File: src/rtl/m_axi_mem_tg.sv
// AXI4 master traffic generator and memory checker.
// Writes NUM_BURSTS INCR bursts of a counting pattern starting at BASE_ADDR,
// reads them back, and counts mismatching beats and error responses.
//
// state  | meaning
// IDLE   | waiting for txn_start
// WADDR  | presenting write address of the current burst
// WDATA  | streaming pattern beats of the current burst
// WRESP  | waiting for the write response
// RADDR  | presenting read address of the current burst
// RDATA  | receiving and checking read beats
// FIN    | one-cycle done pulse, then back to IDLE
module m_axi_mem_tg #(
    parameter int                  ID_WIDTH     = 1,
    parameter int                  DATA_WIDTH   = 32,
    parameter int                  ADDR_WIDTH   = 32,
    parameter logic [ADDR_WIDTH-1:0] BASE_ADDR  = ADDR_WIDTH'(32'h4000_0000),
    parameter int                  BURST_LEN    = 16,
    parameter int                  NUM_BURSTS   = 4,
    parameter logic [31:0]         PATTERN_SEED = 32'hA5A5_0000
) (
    input  logic                    m_axi_aclk,
    input  logic                    m_axi_areset,
    input  logic                    txn_start,
    input  logic [1:0]              txn_mode,
    output logic                    txn_busy,
    output logic                    txn_done,
    output logic                    txn_error,
    output logic [15:0]             err_count,
    output logic [ID_WIDTH-1:0]     m_axi_awid,
    output logic [ADDR_WIDTH-1:0]   m_axi_awaddr,
    output logic [7:0]              m_axi_awlen,
    output logic [2:0]              m_axi_awsize,
    output logic [1:0]              m_axi_awburst,
    output logic                    m_axi_awlock,
    output logic [3:0]              m_axi_awcache,
    output logic [2:0]              m_axi_awprot,
    output logic [3:0]              m_axi_awqos,
    output logic                    m_axi_awvalid,
    input  logic                    m_axi_awready,
    output logic [DATA_WIDTH-1:0]   m_axi_wdata,
    output logic [DATA_WIDTH/8-1:0] m_axi_wstrb,
    output logic                    m_axi_wlast,
    output logic                    m_axi_wvalid,
    input  logic                    m_axi_wready,
    input  logic [ID_WIDTH-1:0]     m_axi_bid,
    input  logic [1:0]              m_axi_bresp,
    input  logic                    m_axi_bvalid,
    output logic                    m_axi_bready,
    output logic [ID_WIDTH-1:0]     m_axi_arid,
    output logic [ADDR_WIDTH-1:0]   m_axi_araddr,
    output logic [7:0]              m_axi_arlen,
    output logic [2:0]              m_axi_arsize,
    output logic [1:0]              m_axi_arburst,
    output logic                    m_axi_arlock,
    output logic [3:0]              m_axi_arcache,
    output logic [2:0]              m_axi_arprot,
    output logic [3:0]              m_axi_arqos,
    output logic                    m_axi_arvalid,
    input  logic                    m_axi_arready,
    input  logic [ID_WIDTH-1:0]     m_axi_rid,
    input  logic [DATA_WIDTH-1:0]   m_axi_rdata,
    input  logic [1:0]              m_axi_rresp,
    input  logic                    m_axi_rlast,
    input  logic                    m_axi_rvalid,
    output logic                    m_axi_rready
);

    localparam int BYTES_PER_BEAT  = DATA_WIDTH / 8;
    localparam int BYTES_PER_BURST = BURST_LEN * BYTES_PER_BEAT;
    localparam int BURST_W         = (NUM_BURSTS > 1) ? $clog2(NUM_BURSTS) : 1;
    localparam logic [7:0]         LAST_BEAT  = 8'(BURST_LEN - 1);
    localparam logic [2:0]         AXI_SIZE   = 3'($clog2(BYTES_PER_BEAT));
    localparam logic [BURST_W-1:0] LAST_BURST = BURST_W'(NUM_BURSTS - 1);

    typedef enum logic [2:0] {IDLE, WADDR, WDATA, WRESP, RADDR, RDATA, FIN} state_t;

    state_t              state, state_nxt;
    logic [1:0]          mode_q;
    logic [BURST_W-1:0]  burst_cnt;
    logic [7:0]          beat_cnt;
    logic [15:0]         err_cnt;
    logic                err_flag;
    logic                is_last_beat, is_last_burst;
    logic [31:0]         pattern_word;
    logic [DATA_WIDTH-1:0] pattern;
    logic [ADDR_WIDTH-1:0] burst_addr;
    logic                beat_err, err_inc;

    assign is_last_beat  = (beat_cnt == LAST_BEAT);
    assign is_last_burst = (burst_cnt == LAST_BURST);
    assign pattern_word  = PATTERN_SEED + 32'(burst_cnt) * 32'(BURST_LEN) + 32'(beat_cnt);
    assign pattern       = DATA_WIDTH'(pattern_word);
    assign burst_addr    = BASE_ADDR + ADDR_WIDTH'(32'(burst_cnt) * 32'(BYTES_PER_BURST));

    // Read IDs are checked like write IDs: only ID 0 is ever issued.
    assign beat_err = (m_axi_rresp != 2'b00) || (m_axi_rid != '0) ||
                      (m_axi_rdata != pattern) || (m_axi_rlast != is_last_beat);
    assign err_inc  = ((state == WRESP) && m_axi_bvalid &&
                       ((m_axi_bresp != 2'b00) || (m_axi_bid != '0))) ||
                      ((state == RDATA) && m_axi_rvalid && beat_err);

    assign m_axi_awid    = '0;
    assign m_axi_awaddr  = burst_addr;
    assign m_axi_awlen   = LAST_BEAT;
    assign m_axi_awsize  = AXI_SIZE;
    assign m_axi_awburst = 2'b01;
    assign m_axi_awlock  = 1'b0;
    assign m_axi_awcache = 4'b0011;
    assign m_axi_awprot  = 3'b000;
    assign m_axi_awqos   = 4'b0000;
    assign m_axi_wdata   = pattern;
    assign m_axi_wstrb   = '1;
    assign m_axi_arid    = '0;
    assign m_axi_araddr  = burst_addr;
    assign m_axi_arlen   = LAST_BEAT;
    assign m_axi_arsize  = AXI_SIZE;
    assign m_axi_arburst = 2'b01;
    assign m_axi_arlock  = 1'b0;
    assign m_axi_arcache = 4'b0011;
    assign m_axi_arprot  = 3'b000;
    assign m_axi_arqos   = 4'b0000;
    assign err_count     = err_cnt;
    assign txn_error     = err_flag;

    // State register; valids are decoded from state so reset drops them at once.
    always_ff @(posedge m_axi_aclk or posedge m_axi_areset) begin
        if (m_axi_areset) state <= IDLE;
        else              state <= state_nxt;
    end

    // Next-state and channel handshake outputs.
    always_comb begin
        state_nxt     = state;
        m_axi_awvalid = 1'b0;
        m_axi_wvalid  = 1'b0;
        m_axi_wlast   = 1'b0;
        m_axi_bready  = 1'b0;
        m_axi_arvalid = 1'b0;
        m_axi_rready  = 1'b0;
        txn_done      = 1'b0;
        txn_busy      = (state != IDLE) && (state != FIN);
        case (state)
            IDLE: if (txn_start) state_nxt = (txn_mode == 2'd2) ? RADDR : WADDR;
            WADDR: begin
                m_axi_awvalid = 1'b1;
                if (m_axi_awready) state_nxt = WDATA;
            end
            WDATA: begin
                m_axi_wvalid = 1'b1;
                m_axi_wlast  = is_last_beat;
                if (m_axi_wready && is_last_beat) state_nxt = WRESP;
            end
            WRESP: begin
                m_axi_bready = 1'b1;
                if (m_axi_bvalid) begin
                    if (!is_last_burst)        state_nxt = WADDR;
                    else if (mode_q == 2'd1)   state_nxt = FIN;
                    else                       state_nxt = RADDR;
                end
            end
            RADDR: begin
                m_axi_arvalid = 1'b1;
                if (m_axi_arready) state_nxt = RDATA;
            end
            RDATA: begin
                m_axi_rready = 1'b1;
                if (m_axi_rvalid && is_last_beat) state_nxt = is_last_burst ? FIN : RADDR;
            end
            FIN: begin
                txn_done  = 1'b1;
                state_nxt = IDLE;
            end
            default: state_nxt = IDLE;
        endcase
    end

    // Run bookkeeping: mode latch, burst/beat position, error accounting.
    always_ff @(posedge m_axi_aclk or posedge m_axi_areset) begin
        if (m_axi_areset) begin
            mode_q    <= 2'd0;
            burst_cnt <= '0;
            beat_cnt  <= 8'd0;
            err_cnt   <= 16'd0;
            err_flag  <= 1'b0;
        end else begin
            case (state)
                IDLE: if (txn_start) begin
                    mode_q    <= (txn_mode == 2'd3) ? 2'd0 : txn_mode;
                    burst_cnt <= '0;
                    beat_cnt  <= 8'd0;
                    err_cnt   <= 16'd0;
                    err_flag  <= 1'b0;
                end
                WDATA: if (m_axi_wready) beat_cnt <= is_last_beat ? 8'd0 : beat_cnt + 8'd1;
                WRESP: if (m_axi_bvalid) burst_cnt <= is_last_burst ? '0 : burst_cnt + BURST_W'(1);
                RDATA: if (m_axi_rvalid) begin
                    beat_cnt <= is_last_beat ? 8'd0 : beat_cnt + 8'd1;
                    if (is_last_beat) burst_cnt <= is_last_burst ? '0 : burst_cnt + BURST_W'(1);
                end
                FIN: err_flag <= (err_cnt != 16'd0);
                default: ;
            endcase
            if (err_inc && (err_cnt != 16'hFFFF)) err_cnt <= err_cnt + 16'd1;
        end
    end

endmodule
File: config.mk
export PLATFORM = sky130hd
export DESIGN_NAME = m_axi_mem_tg
export DESIGN_NICKNAME = d
export VERILOG_FILES = /design/src/rtl/m_axi_mem_tg.sv
export SDC_FILE = /design/constraint.sdc
export NUM_CORES = 1
export LEC_CHECK = 0
export ABC_AREA = 1
export CAP_MARGIN = 20
export CORE_MARGIN = 2
export CORE_UTILIZATION = 35
export CTS_CLUSTER_DIAMETER = 30
export DETAILED_ROUTE_END_ITERATION = 10
export DONT_BUFFER_PORTS = 1
export SETUP_SLACK_MARGIN = 0.1
export SLEW_MARGIN = 20
export SYNTH_ARGS = -nofsm -noshare
export SYNTH_HDL_FRONTEND = slang
export SYNTH_SLANG_ARGS = --single-unit
File: constraint.sdc
create_clock -name m_axi_aclk -period 2.53 [get_ports m_axi_aclk]
set_input_delay 0.1265 -clock m_axi_aclk [delete_from_list [all_inputs] [get_ports m_axi_aclk]]
set_output_delay 0.1265 -clock m_axi_aclk [all_outputs]
set_load 0.01 [all_outputs]
# Word-level counts from Yosys, hierarchy flattened
# Cells that the tools add are included.
totals:
  reg_bits: 32
  inputBits: 49
  output_inout_bits: 177
  wordCells: 100
op_classes:
  add_sub_neg: 6
  n_eq_ne: 24
  muxes: 35
  n_reduce_logical: 29
op_table:
  columns: ["operator", "n"]
  rows:
  - ["16-bit two-way mux", 3]
  - ["31-bit by 8-bit adder with 32-bit output (first input constant)", 1]
  - ["32-bit by 6-bit adder with 32-bit output (first input constant)", 1]
  - ["32-bit by 8-bit adder with 32-bit output", 1]
  - ["8-bit two-way mux", 4]
  - ["32-bit inequality test", 1]
  - ["3-bit two-way mux", 8]
  - ["8-bit one-hot mux with 3 select lines", 1]
  - ["3-bit one-hot mux with 6 select lines", 1]
  - ["16-bit by 1-bit adder with 16-bit output (second input constant)", 1]
  - ["2-bit two-way mux", 8]
  - ["16-bit inequality test (second input constant)", 1]
  - ["2-bit inequality test (second input constant)", 8]
  - ["16-bit nonzero test", 1]
  - ["2-bit nonzero test", 5]
  - ["3-bit equality test (second input constant)", 3]
  - ["3-bit nonzero test", 3]
  - ["8-bit by 1-bit adder with 8-bit output (second input constant)", 1]
  - ["8-bit by 4-bit equality test with 1-bit output (second input constant)", 1]
  - ["1-bit logical AND", 8]
  - ["1-bit two-way mux", 8]
  - ["2-bit equality test (second input constant)", 3]
  - ["3-bit by 2-bit equality test with 1-bit output (second input constant)", 2]
  - ["2-bit one-hot mux with 3 select lines", 1]
  - ["13 further kinds", 19]

# Depth between registers and ports, before layout
depth:
  word_depth: 10
  mapped_depth: 16
  mapped_depth_nobuf: 15

# Least setup slack after synthesis
# Ideal clock, no wire load.
synth_timing:
  kind: "register to register"
  startpoint: "reg burst_cnt[0]"
  endpoint: "reg err_cnt[14], in the netlist err_count[14]"
  setup_ps: 118
  t_arrival_ps: 2151
  required_ps: 2412
  slack_ps: 261
  stages_incl_launch_ff: 15
  path_buffers: 1
  period_less_slack_ps: 2269
  path_cell_list: "dfrtp_1 ha_1 fa_1 nor2_1 nor2_1 nand2_1 nor2_1 nand2_1 nor2_1 nand3_1 nand2_1 nand2_2 buf_2 nand4_1 nand2_1"
synth_via:
  elab_chain_len: 10
  word_cells_on_any_way: 12
  cone_classes: "add/sub (2); eq/ne (1); mux (1); reduce/logical (8)"
synth_lines:
  columns: ["item", "line", "text"]
  rows:
  - ["start, declared", "80", "logic [BURST_W-1:0] burst_cnt;"]
  - ["start signal, assigned", "196", "WRESP: if (m_axi_bvalid) burst_cnt <= is_last_burst ? '0 : burst_cnt + BURST_W'(1);"]
  - ["start signal, assigned", "199", "if (is_last_beat) burst_cnt <= is_last_burst ? '0 : burst_cnt + BURST_W'(1);"]
  - ["32-bit by 6-bit adder with 32-bit output *", "92", "assign pattern_word = PATTERN_SEED + 32'(burst_cnt) * 32'(BURST_LEN) + 32'(beat_cnt);"]
  - ["32-bit by 8-bit adder with 32-bit output *", "92", null]
  - ["via m_axi_wdata[5]", "41", "output logic [DATA_WIDTH-1:0] m_axi_wdata,"]
  - ["32-bit inequality test *", "98", "(m_axi_rdata != pattern) || (m_axi_rlast != is_last_beat);"]
  - ["1-bit logical OR *", "97", "assign beat_err = (m_axi_rresp != 2'b00) || (m_axi_rid != '0) ||"]
  - ["1-bit logical OR *", "98", null]
  - ["1-bit logical AND *", "101", "((state == RDATA) && m_axi_rvalid && beat_err);"]
  - ["1-bit logical OR *", "100", "((m_axi_bresp != 2'b00) || (m_axi_bid != '0))) ||"]
  - ["1-bit logical AND *", "204", "if (err_inc && (err_cnt != 16'hFFFF)) err_cnt <= err_cnt + 16'd1;"]
  - ["2-bit nonzero test (no line)", null, null]
  - ["2-bit AND reduction (no line)", null, null]
  - ["end signal, assigned", "204", null]
  - ["end, declared", "82", "logic [15:0] err_cnt;"]
# The timed path passes the listed nets; every way through them passes the cells marked *.
# A chain may end at the register's enable or synchronous reset.

# Worst setup path after layout
layout_timing:
  startpoint: "reg burst_cnt[0]"
  endpoint: "reg err_cnt[9], in the netlist err_count[9]"
layout_via:
  elab_chain_len: 10
  word_cells_on_any_way: 12
  cone_classes: "add/sub (2); eq/ne (1); mux (1); reduce/logical (8)"
layout_lines:
  columns: ["item", "line"]
  rows:
  - ["32-bit by 6-bit adder with 32-bit output *", "92"]
  - ["32-bit by 8-bit adder with 32-bit output *", "92"]
  - ["32-bit inequality test *", "98"]
  - ["1-bit logical OR *", "97"]
  - ["1-bit logical OR *", "98"]
  - ["1-bit logical AND *", "101"]
  - ["1-bit logical OR *", "100"]
  - ["1-bit logical AND *", "204"]
  - ["2-bit nonzero test (no line)", null]
  - ["2-bit AND reduction (no line)", null]
# Every way passes the cells marked *; elsewhere a longest branch is shown, timed or not.

==> summary.md <==
| Metric | Value |
|---|---|
| Rel. slew slack | `59.4%` |
| Largest family of logic cells by synthesized area | `buffers and inverters` |
| Worst reg2reg path endpoint | `err_count[9]$_DFFE_PP0P_` |
| DRC errors left | `0` |
| Largest net degree at the start of global routing | `33` |
| Clk slew on worst S/H paths | `0.07 ns` |
| Mux cell area share after synthesis | `less than 1%` |
| Pre-CTS setup slack | `~0.18 ns` |
| Port Buffers | `0` |
| Critical path required time | `2.70 ns` |
| Buf+Inv Stages, Crit Path | `1` |
| Worst setup path class | `reg2reg` |
| Status | `finished, final reports clean` |
| Clock Sinks | `32` |
| XOR/XNOR Fraction of Synth Area | `about 1.5%` |
| VDD IR max | `0.363 mV` |
| Synth async-reset ratio | `100%` |
| R2R Setup Slk | `0.18 ns` |
| Worst Max-Slew Pin Slew | `0.605 ns` |
| CTS buffer count | `5` |
| Met2 wire length | `4030 um` |
| Final clock skew | `0.00508 ns` |
| Final setup violation count | `0` |
| Max Cap Viol | `0` |
| Reg2Reg Depth | `14` |
| Startpoint types | `flip-flop` |
| Hold endpoint | `mode_q[0]$_DFFE_PP0P_` |
| Die X | `105 um` |
| Via density | `4.22` |
| WL met3 | `908 um` |
| Synth Flop Type | `dfrtp_1` |
| RSZ-0062 raised after global routing | `yes` |
| GRT overflow | `0` |
| Synth cell types | `41` |
| Post-synthesis compound-gate area fraction | `6.02%` |
| DP Wirelength | `6390 um` |
| Die area | `0.0109 sq mm` |
| Min Hold Slack | `0.0272 ns` |
| Hold Crit Class | `in2reg` |
| WL final | `approximately 7900 um` |
| Max clock buf depth | `2` |
| Number of global-route vias before repair | `2421` |
| GRT Total Usage | `between 10 and 15%` |
| Worst min-delay path startpoint | `txn_mode[1]` |
| Adder-Cell Fraction of Synth Area | `2.69%` |
| Max FO, Critical Path | `5` |
| Register area share after synthesis | `22.6%` |
| Max Clk Rate | `426 MHz` |
| Final RePlAce weighted congestion | `0.883` |
| Drt pass-1 iters | `4` |
| CP endpoint kind | `flip-flop` |
| Area grow syn2layout | `-6.62%` |
| Average cell area after synthesis | `6.88 sq um` |
| N_diodes | `0` |
| Cells along the critical path | `ha_2 > fa_1 > nor2_1 > nor2_1 > nand2_1 > nor2_1 > nand2_1 > nor2_2 > nand3_2 > nand2_2 > nand2_4 > buf_4 > nand4_1 > nand2_1` |
| Initial core utilization | `36.2%` |
| Seq cells post-synth | `32` |
| Vias | `2752` |
| Metal-1 WL | `2850 um` |
| Final Critical Period | `2.35 ns` |
| PwrDens | `636 mW/mm^2` |
| Final hold viol count | `0` |
| First-pass GRT wire length | `12100 um` |
| Core area | `0.00977 sq mm` |
| Max stage delay on crit path | `0.57 ns` |
| Clk root buf | `clkbuf_8` |
| Setup WS post-layout | `0.180 ns` |
| IO Pins | `226` |
| Worst r2r src | `burst_cnt[0]$_DFFE_PP0P_` |
| Synthesis Warnings | `0` |
| WP data arrival | `2.52 ns` |
| Synth Area in Simple Gates | `28.3%` |
| Period utilization | `92.9%` |
| Top Metal Used | `met4` |
| Routed length per placed instance | `12.1 um` |
| Final Max Tran Viols | `0` |
| Number of synthesized flops with an enable pin | `0` |
| Layout Cells excl Fill | `652` |
| Clock tree from TritonCTS | `yes` |
| NumNets Final | `approximately 580` |
| CTS H-Tree Depth | `2` |
| Worst-Skew Late Latency | `between 0.2 and 0.3 ns` |
| Mapped Area | `0.00354 sq mm` |
| Rows | `36` |
| Post-DRT Antenna Nets | `0` |
| Chip Height | `105 um` |
| Synth Instances | `514` |
| DRT iter0 DRCs | `132` |
| Placed Cells | `around 640` |
| Hold path depth | `3` |
| Pleak | `0.00191 uW` |
| CP max stage cell | `fa_1` |
| Setup TNS | `0 ns` |
| Antenna violations before repair | `0` |
| Delay-heaviest family, CP | `simple AND/OR/NAND/NOR gates` |
| Layout cells sized above 1 | `7.51%` |
[kinds of logic after synthesis]
kind of cell    count (synthesis)
flops                          32
simple gates                  216
compound gates                 37
fa+ha+maj                       7
xor+xnor                        6
mux                             1
other cells                     2
buf+inv                       213
[worst reg2reg max path, stage by stage, from the launching register on]
cell,delay [ns]
dfrtp_1,0.40
ha_2,0.19
fa_1,0.57
nor2_1,0.06
nor2_1,0.08
nand2_1,0.05
nor2_1,0.08
nand2_1,0.07
nor2_2,0.12
nand3_2,0.11
nand2_2,0.09
nand2_4,0.09
buf_4,0.20
nand4_1,0.07
nand2_1,0.06
[layout make-up]
class | instances | area [sq um]
well taps | 133 | 166
inverters | 63 | 236
repair buffers | 13 | 110
clock buffers | 5 | 68.8
flip-flops and latches | 32 | 801
fillers | 1076 | 6470
multi-input cells | 406 | 1920
[repair_timing]
| action | CTS | global route |
|---|---|---|
| gates resized for setup | 0 | 9 |
| buffers inserted | 0 | 2 |
| endpoints found under the setup margin | 0 | 16 |
| hold buffers | 2 | 0 |
| endpoints found under the hold margin | 33 | 0 |
[power by group]
part / total [uW] / internal (uW) / switching [uW]
logic: 1010 / 294 / 721
clock network: 359 / 177 / 182
registers: 727 / 606 / 121
[sequential cells by signal, summed over array words and instances, names as in the netlist]
name	flops
err_count	16
burst_cnt	2
txn_error	1
mode_q	2
state	3
beat_cnt	8
[worst max-delay path by stage]
stage | from | slack [ns] | end | cells after the start
floorplan | burst_cnt[0]$_DFFE_PP0P_ | 0.26 | err_count[14]$_DFFE_PP0P_ | 14
global placement | burst_cnt[0]$_DFFE_PP0P_ | 0.25 | err_count[11]$_DFFE_PP0P_ | 14
detailed placement | burst_cnt[0]$_DFFE_PP0P_ | 0.18 | err_count[7]$_DFFE_PP0P_ | 14
CTS | burst_cnt[0]$_DFFE_PP0P_ | 0.17 | err_count[7]$_DFFE_PP0P_ | 14
global route | burst_cnt[0]$_DFFE_PP0P_ | 0.02 | err_count[7]$_DFFE_PP0P_ | 14
finish | burst_cnt[0]$_DFFE_PP0P_ | 0.18 | err_count[9]$_DFFE_PP0P_ | 14
[per-stage QoR]
stage	cell area, sq um	util, %	power, uW
after floorplan	4050	-	1660
after global placement	3160	32.3	1700
after detailed placement	3160	32.3	1720
after CTS	3250	33.2	2090
after global routing	3300	33.8	2290
final	3300	33.8	2100
[synthesized netlist by cell type, drive strengths merged (6+ instances only)]
cell | instances | area (sq um)
dfrtp | 32 | 801
buf | 150 | 1120
ha | 6 | 75.1
nand2 | 96 | 373
nand3 | 44 | 225
nand4 | 8 | 65.1
inv | 61 | 229
nand3b | 6 | 45.0
nor2 | 45 | 179
a21oi | 11 | 55.1
o21ai | 14 | 70.1
nor3 | 6 | 41.3
[cells in the final DEF (no fill, tap or decap), drive strengths merged]
| cell type | Yosys | layout |
|---|---|---|
| conb | 2 | 139 |
| nand2 | 96 | 96 |
| inv | 61 | 61 |
| nor2 | 45 | 45 |
| nand3 | 44 | 44 |
| dfrtp | 32 | 32 |
| o21ai | 14 | 14 |
| a21oi | 11 | 11 |
| buf | 150 | 11 |
| nand4 | 8 | 8 |
| nand3b | 6 | 6 |
| nor3 | 6 | 6 |
| ha | 6 | 6 |
| clkbuf | 0 | 5 |
| xor2 | 4 | 4 |
| or2 | 4 | 4 |
| o211ai | 3 | 3 |
| a31oi | 3 | 3 |
| nor4 | 3 | 3 |
| clkinv | 2 | 2 |
| o21a | 2 | 2 |
| nor3b | 2 | 2 |
| xnor2 | 2 | 2 |
| dlygate4sd3 | 0 | 2 |
| and2 | 1 | 1 |
| o311ai | 1 | 1 |
| a22oi | 1 | 1 |
| and3 | 1 | 1 |
| a41oi | 1 | 1 |
| o22ai | 1 | 1 |
| mux2 | 1 | 1 |
| fa | 1 | 1 |
[metal layers]
layer  track usage, %  vias up
li1                 -     1346
met1             15.3     1245
met2             24.9      154
met3             4.82        7
met4             3.57        0
met5                0        -
(Power assumes the default switching activity.)
